**src/rtl/load_store_unit.sv**
```systemverilog
// rtl/load_store_unit.sv - multi-cycle load/store sequencer with RMW for sub-word stores
module load_store_unit #(
  parameter int DATA_WIDTH = 32
) (
  input  logic                  clk,
  input  logic                  rst_n,
  input  logic                  req_valid,
  output logic                  req_ready,
  input  logic                  req_we,
  input  logic [1:0]            req_size,
  input  logic                  req_unsigned,
  input  logic [DATA_WIDTH-1:0] req_addr,
  input  logic [DATA_WIDTH-1:0] req_wdata,
  output logic                  rsp_valid,
  output logic [DATA_WIDTH-1:0] rsp_rdata,
  output logic                  rsp_err,
  output logic                  mem_we,
  output logic [DATA_WIDTH-1:0] mem_a,
  output logic [DATA_WIDTH-1:0] mem_wd,
  input  logic [DATA_WIDTH-1:0] mem_rd
);

  typedef enum logic [1:0] {
    S_IDLE   = 2'd0,
    S_ACCESS = 2'd1,
    S_WRITE  = 2'd2,
    S_RESP   = 2'd3
  } state_t;

  state_t      state;
  state_t      state_nxt;

  logic        we_q;
  logic        uns_q;
  logic        err_q;
  logic [1:0]  size_q;
  logic [31:0] addr_q;
  logic [31:0] wdata_q;
  logic [31:0] merge_q;

  logic        accept;
  logic        req_misaligned;
  logic        subword_store;
  logic [31:0] word_addr;
  logic [4:0]  lane_shift;
  logic [31:0] lane_word;
  logic [31:0] load_val;
  logic [31:0] lane_mask;
  logic [31:0] lane_data;
  logic [31:0] merge_val;

  assign accept         = (state == S_IDLE) && req_valid;
  assign req_misaligned = (req_size == 2'b11) ||
                          ((req_size == 2'b01) && req_addr[0]) ||
                          ((req_size == 2'b10) && (req_addr[1:0] != 2'b00));
  assign subword_store  = we_q && (size_q != 2'b10);
  assign word_addr      = {addr_q[31:2], 2'b00};
  assign lane_shift     = {addr_q[1:0], 3'b000};
  assign lane_word      = mem_rd >> lane_shift;

  // Load result: pick the addressed lane and sign/zero extend it
  always_comb begin
    load_val = mem_rd;
    case (size_q)
      2'b00:   load_val = uns_q ? {24'h0, lane_word[7:0]}
                                : {{24{lane_word[7]}}, lane_word[7:0]};
      2'b01:   load_val = uns_q ? {16'h0, lane_word[15:0]}
                                : {{16{lane_word[15]}}, lane_word[15:0]};
      default: load_val = mem_rd;
    endcase
  end

  // Sub-word store merge: overlay the low byte/half of the store data onto the read word
  always_comb begin
    lane_mask = (size_q == 2'b01) ? 32'h0000_FFFF : 32'h0000_00FF;
    lane_data = wdata_q & lane_mask;
    merge_val = (mem_rd & ~(lane_mask << lane_shift)) | (lane_data << lane_shift);
  end

  // State register
  always_ff @(posedge clk or negedge rst_n) begin
    if (!rst_n) begin
      state <= S_IDLE;
    end else begin
      state <= state_nxt;
    end
  end

  // Next-state logic; misaligned requests skip memory entirely
  always_comb begin
    state_nxt = state;
    case (state)
      S_IDLE:   if (req_valid) state_nxt = req_misaligned ? S_RESP : S_ACCESS;
      S_ACCESS: state_nxt = subword_store ? S_WRITE : S_RESP;
      S_WRITE:  state_nxt = S_RESP;
      S_RESP:   state_nxt = S_IDLE;
      default:  state_nxt = S_IDLE;
    endcase
  end

  // Outputs decoded from state and captured registers only, never from req_*
  always_comb begin
    req_ready = 1'b0;
    rsp_valid = 1'b0;
    rsp_err   = 1'b0;
    mem_we    = 1'b0;
    mem_a     = '0;
    mem_wd    = '0;
    case (state)
      S_IDLE: req_ready = 1'b1;
      S_ACCESS: begin
        mem_a = word_addr;
        if (we_q && (size_q == 2'b10)) begin
          mem_we = 1'b1;
          mem_wd = wdata_q;
        end
      end
      S_WRITE: begin
        mem_we = 1'b1;
        mem_a  = word_addr;
        mem_wd = merge_q;
      end
      S_RESP: begin
        rsp_valid = 1'b1;
        rsp_err   = err_q;
      end
      default: ;
    endcase
  end

  // Request capture, load result and RMW merge registers
  always_ff @(posedge clk or negedge rst_n) begin
    if (!rst_n) begin
      we_q      <= 1'b0;
      uns_q     <= 1'b0;
      err_q     <= 1'b0;
      size_q    <= 2'b00;
      addr_q    <= '0;
      wdata_q   <= '0;
      merge_q   <= '0;
      rsp_rdata <= '0;
    end else begin
      if (accept) begin
        we_q    <= req_we;
        uns_q   <= req_unsigned;
        size_q  <= req_size;
        addr_q  <= req_addr;
        wdata_q <= req_wdata;
        err_q   <= req_misaligned;
        // Error responses arrive next cycle, so clear the result now
        if (req_misaligned) rsp_rdata <= '0;
      end
      if (state == S_ACCESS) begin
        if (!we_q) begin
          rsp_rdata <= load_val;
        end else begin
          rsp_rdata <= '0;
          merge_q   <= merge_val;
        end
      end
    end
  end

endmodule

```
**config.mk**
```make
export PLATFORM = sky130hd
export DESIGN_NAME = load_store_unit
export DESIGN_NICKNAME = d
export VERILOG_FILES = /design/src/rtl/load_store_unit.sv
export SDC_FILE = /design/constraint.sdc
export NUM_CORES = 1
export LEC_CHECK = 0
export ABC_AREA = 1
export CAP_MARGIN = 10
export CORE_MARGIN = 8
export CORE_UTILIZATION = 25
export DETAILED_ROUTE_END_ITERATION = 10
export DONT_BUFFER_PORTS = 1
export PLACE_DENSITY = 0.45
export SLEW_MARGIN = 20
export SYNTH_ARGS = -nofsm -noshare
export SYNTH_HDL_FRONTEND = slang
export SYNTH_SLANG_ARGS = --single-unit
```
**constraint.sdc**
```tcl
create_clock -name clk -period 1.38 [get_ports clk]
set_input_delay 0.207 -clock clk [delete_from_list [all_inputs] [get_ports clk]]
set_output_delay 0.207 -clock clk [all_outputs]
set_load 0.01 [all_outputs]
```
# == Word-level counts from Yosys, hierarchy flattened ==
# Cells that the tools add are included.
# word_totals
register_bits,135
input_bits,103
output_inout_bits,100
elab_cells,61
# op_classes
eq_ne,10
shifts,3
n_mux,20
bitwise_logic,4
reduce_logical,15
# op_table
op,count
2-to-1 mux 32 bit,8
case mux 32 bit (2 select lines),2
AND 32 x 16 -> 32 bit,1
AND 32 bit,1
inverter 32 bit,1
bitwise OR 32 bit,1
left shift 16 x 5 -> 32 bit,1
left shift 32 x 5 -> 32 bit,1
right shift 32 x 5 -> 16 bit,1
2-to-1 mux 16 bit,1
equality test 2 bit (second input constant),5
case mux 2 bit (4 select lines),1
equality test 2 x 1 -> 1 bit (second input constant),3
nonzero test 2 bit,3
logical AND 1 bit,5
2-to-1 mux 1 bit,5
zero test 2 bit,2
2-to-1 mux 2 bit,2
inequality test 2 bit (second input constant),2
AND reduction 2 bit,2
logical OR 1 bit,2
case mux 1 bit (2 select lines),1
OR reduction 2 bit,1

# == Logic depth before layout (Yosys ltp) ==
# logic_depth
depth_word,7
ltp_mapped,11
ltp_nobuf,9

# == Worst setup path after synthesis ==
# OpenSTA, ideal clock, no wires.
# synth_timing
kind,register to output
start,reg state[1]
end,out mem_wd[25]
t_arrival_ns,1.426
t_required_ns,1.173
setup_slack_ns,-0.253
stages_incl_launch_ff,8
path_cell_list,dfrtp_1 > inv_1 > ha_1 > nand2_1 > inv_2 > buf_2 > nand3_1 > a21oi_1
# synth_between
elab_chain_len,2
word_cells_on_any_way,3
classes_between,eq/ne (2); mux (1)
# synth_lines
item,line_no,source
from (decl),30,state_t state;
from (signal assigned),85,state <= state_nxt;
equality test 2 bit / equality test 2 x 1 -> 1 bit (equally long branches),109,case (state)
case mux 32 bit (2 select lines) *,109,
to (decl),19,"output logic [DATA_WIDTH-1:0] mem_wd,"
# Every way passes the cells marked *; elsewhere a longest branch is shown, timed or not.

# == Final worst setup path ==
# layout_timing
start,reg state[1]
end,out mem_wd[15]
# The elaborated chain is that of the path after synthesis.

==> flow_metrics.env <==
export IMPL_grt_use_total_pct=19.6
export IMPL_synthAdderAreaFrac_pct=0.874
export IMPL_setup_viol_count_final=185
export IMPL_power_uw=30100
export IMPL_rsz0062_at_grt="yes"
export IMPL_cts_clk_slew_worst_paths_ns=0.06
export IMPL_final_nets=1299
export IMPL_p_per_area_nw_per_um2=2540
export IMPL_drt_initial_drc_count=453
export IMPL_synthTopCellsByArea="dfrtp_1, nand2_1, nand3_1, a21oi_1, o21ai_0"
export IMPL_drive_above_1_share_pct=31.4
export IMPL_fmax_ghz=0.516
export IMPL_power_leakage_uw=0.00547
export IMPL_start_util_pct=25.2
export IMPL_hp_class="in2async"
export IMPL_die_x_um=185
export IMPL_postLayoutCellArea_um2=11900
export IMPL_die_area_um2=34300
export IMPL_antenna_found_initial=3
export IMPL_worstSetupStartpoint="state[1]$_DFFE_PN0P_"
export IMPL_finalWeightedCongestion=0.849
export IMPL_dr_pass1_iters=5
export IMPL_vdd_ir_drop_worst_mv=1.10
export IMPL_synth_top_family_by_area="simple AND/OR/NAND/NOR gates"
export IMPL_synthMuxAreaShare_pct=0
export IMPL_final_util_pct=41.7
export IMPL_cts_max_level=4
export IMPL_hold_violations=136
export IMPL_synth_simple_gate_area_share_pct=33.8
export IMPL_fp_coreArea_um2=28500
export IMPL_synth_cells=999
export IMPL_synthTopCellsByCount="nand2_1, dfrtp_1, nand3_1"
export IMPL_async_flop_share_pct=100
export IMPL_clock_latency_ns=0.44
export IMPL_synth_edf_count=0
export IMPL_grt_ovfl_total=0
export IMPL_vias=7541
export IMPL_cp_start_kind="flip-flop"
export IMPL_clock_skew_ns=0.0127
export IMPL_ys_ff_latch=135
export IMPL_die_h_um=185
export IMPL_ant_nets=0
export IMPL_synth_area_per_cell_um2=7.17
export IMPL_finalCritPeriodShare_pct=140
export IMPL_via_per_inst=4.74
export IMPL_period_minus_slack_ns=1.94
export IMPL_place_hpwl_um=20800
export IMPL_drv_slew=0
export IMPL_drc=0
export IMPL_max_cap_viol_count=0
export IMPL_synth_most_common_cell="nand2_1"
export IMPL_hold_ws_ns=-0.521
export IMPL_synth_area_leader_cell="dfrtp_1"
export IMPL_io_buffer_count=0
export IMPL_grt_pass1_vias=7823
export IMPL_synth_xor_area_share_pct=0
export IMPL_yosysTopAreaCellShare_pct=47.2
export IMPL_r2r_start="state[1]$_DFFE_PN0P_"
export IMPL_grt_pass1_wl_um=50300
export IMPL_wl_per_cell_um=21.2
export IMPL_rows=62
export IMPL_areaGrowthSynthToFinish_pct=65.7
export IMPL_num_io_pins=203
export IMPL_placed_area_um2=8530
export IMPL_fin_ws_ns=-0.558
export IMPL_clockRootBuffer="clkbuf_16"
export IMPL_wl_um=33700
export IMPL_status="complete, but fails checks"
export IMPL_cts_buffers=17
export IMPL_crit_type="reg2out"
export IMPL_synthDistinctLibCells=28
export IMPL_ys_seq_area_share_pct=47.2
export IMPL_arrival_ns=1.73
export IMPL_crit_fanout=8
export IMPL_synthFlopType="dfrtp_1"
export IMPL_cts_tree="yes"
export IMPL_hold_buffers=98
export IMPL_grt_max_degree=136
export IMPL_syn_area_um2=7160
export IMPL_cts_sinks=135
export IMPL_crit_required_ns=1.17
export IMPL_dpl_worst_slack_ns=-0.219
export IMPL_crit_path_end_kind="output port"
export IMPL_violations="hold timing, setup timing"
export IMPL_ys_warn_count=0
export IMPL_cts_buffer_depth=2
export IMPL_synth_compound_area_share_pct=10.5
[worst paths after layout]
kind	slack, ns	depth (start not counted)	end
max	-0.56	7	mem_wd[15]
min	-0.52	0	err_q$_DFFE_PN0P_
max reg2reg	-0.22	9	rsp_rdata[5]$_DFFE_PN0P_
min reg2reg	0.49	2	addr_q[2]$_DFFE_PN0P_
max in group asynchronous	1.60	0	size_q[1]$_DFFE_PN0P_
min in group clk	0	2	merge_q[5]$_DFFE_PN0P_
[per-layer routing]
metal | vias to the layer above | wire length, µm | part of all wire [%] | track usage (%)
met5 | - | 0 | 0 | 0
met4 | 0 | 713 | 2.1 | 5.83
met3 | 45 | 2140 | 6.3 | 5.04
met2 | 254 | 16000 | 47 | 31.4
met1 | 3645 | 14800 | 44 | 25.6
li1 | 3597 | - | - | -
[registers in the layout (all words and copies together) (netlist names)]
signal     count
merge_q       32
wdata_q       32
err_q          1
size_q         2
rsp_rdata     32
state          2
addr_q        32
uns_q          1
we_q           1
[where the power goes]
group          switching [µW]  total (µW)  leakage [µW]  internal, µW
registers                1830        7620       0.00168          5790
clock network            1990        5030      0.000304          3040
logic                    9750       17400       0.00349          7690
[logic make-up after synthesis]
logic type	Yosys count
other cells	1
compound gates	138
simple gates	592
buf+inv	128
fa+ha+maj	5
flops	135
[metrics by stage]
stage          hold slack, ns  TNS, ns  cells
2_1_floorplan         -0.0886    -2.35   1000
3_3_place_gp          -0.0746   -14.05   1405
3_5_place_dp          -0.0753   -16.18   1405
4_1_cts                -0.540   -47.99   1570
5_1_grt                -0.545   -62.71   1590
6_report               -0.521   -50.58   1590
[repair_timing]
| action | 4_1_cts | 5_1_grt |
|---|---|---|
| hold endpoints to repair | 242 | 135 |
| pin swaps | 25 | 45 |
| endpoints found under the setup margin | 189 | 195 |
| gates resized for setup | 142 | 132 |
| buffers inserted | 18 | 13 |
| cloned | 20 | 7 |
[area by class of cell]
type,instances,area (µm²)
Fill cell,2830,16600
Multi-Input combinational cell,737,4180
Sequential cell,135,3380
Timing Repair Buffer,232,2870
Tap cell,384,480
Clock buffer,17,425
Inverter,65,298
Clock inverter,14,199
Timing Repair inverter,3,20.0
Antenna cell,3,7.51
[critical path, stage by stage (launching register included)]
cell	delay, ns
dfrtp_1	0.38
inv_2	0.08
ha_4	0.17
nand2_8	0.08
inv_12	0.12
buf_12	0.15
nand3_2	0.10
a21oi_4	0.20
[cells in the final DEF, fill, tap and decap left out, drive strengths merged]
master / synthesis / layout
bufbuf: 0 / 1
clkbuf: 36 / 22
a21boi: 1 / 1
or2: 1 / 1
a21oi: 56 / 56
bufinv: 0 / 4
nor2: 56 / 56
nor3: 1 / 1
clkinvlp: 0 / 3
nand2: 433 / 433
o22ai: 1 / 1
conb: 1 / 2
dfrtp: 135 / 135
nand3: 101 / 101
diode: 0 / 3
buf: 27 / 128
o21ai: 57 / 57
ha: 5 / 5
o211ai: 23 / 23
dlygate4sd3: 0 / 98
inv: 65 / 68
clkinv: 0 / 7
Note: power is estimated with default switching activity, not from simulation.
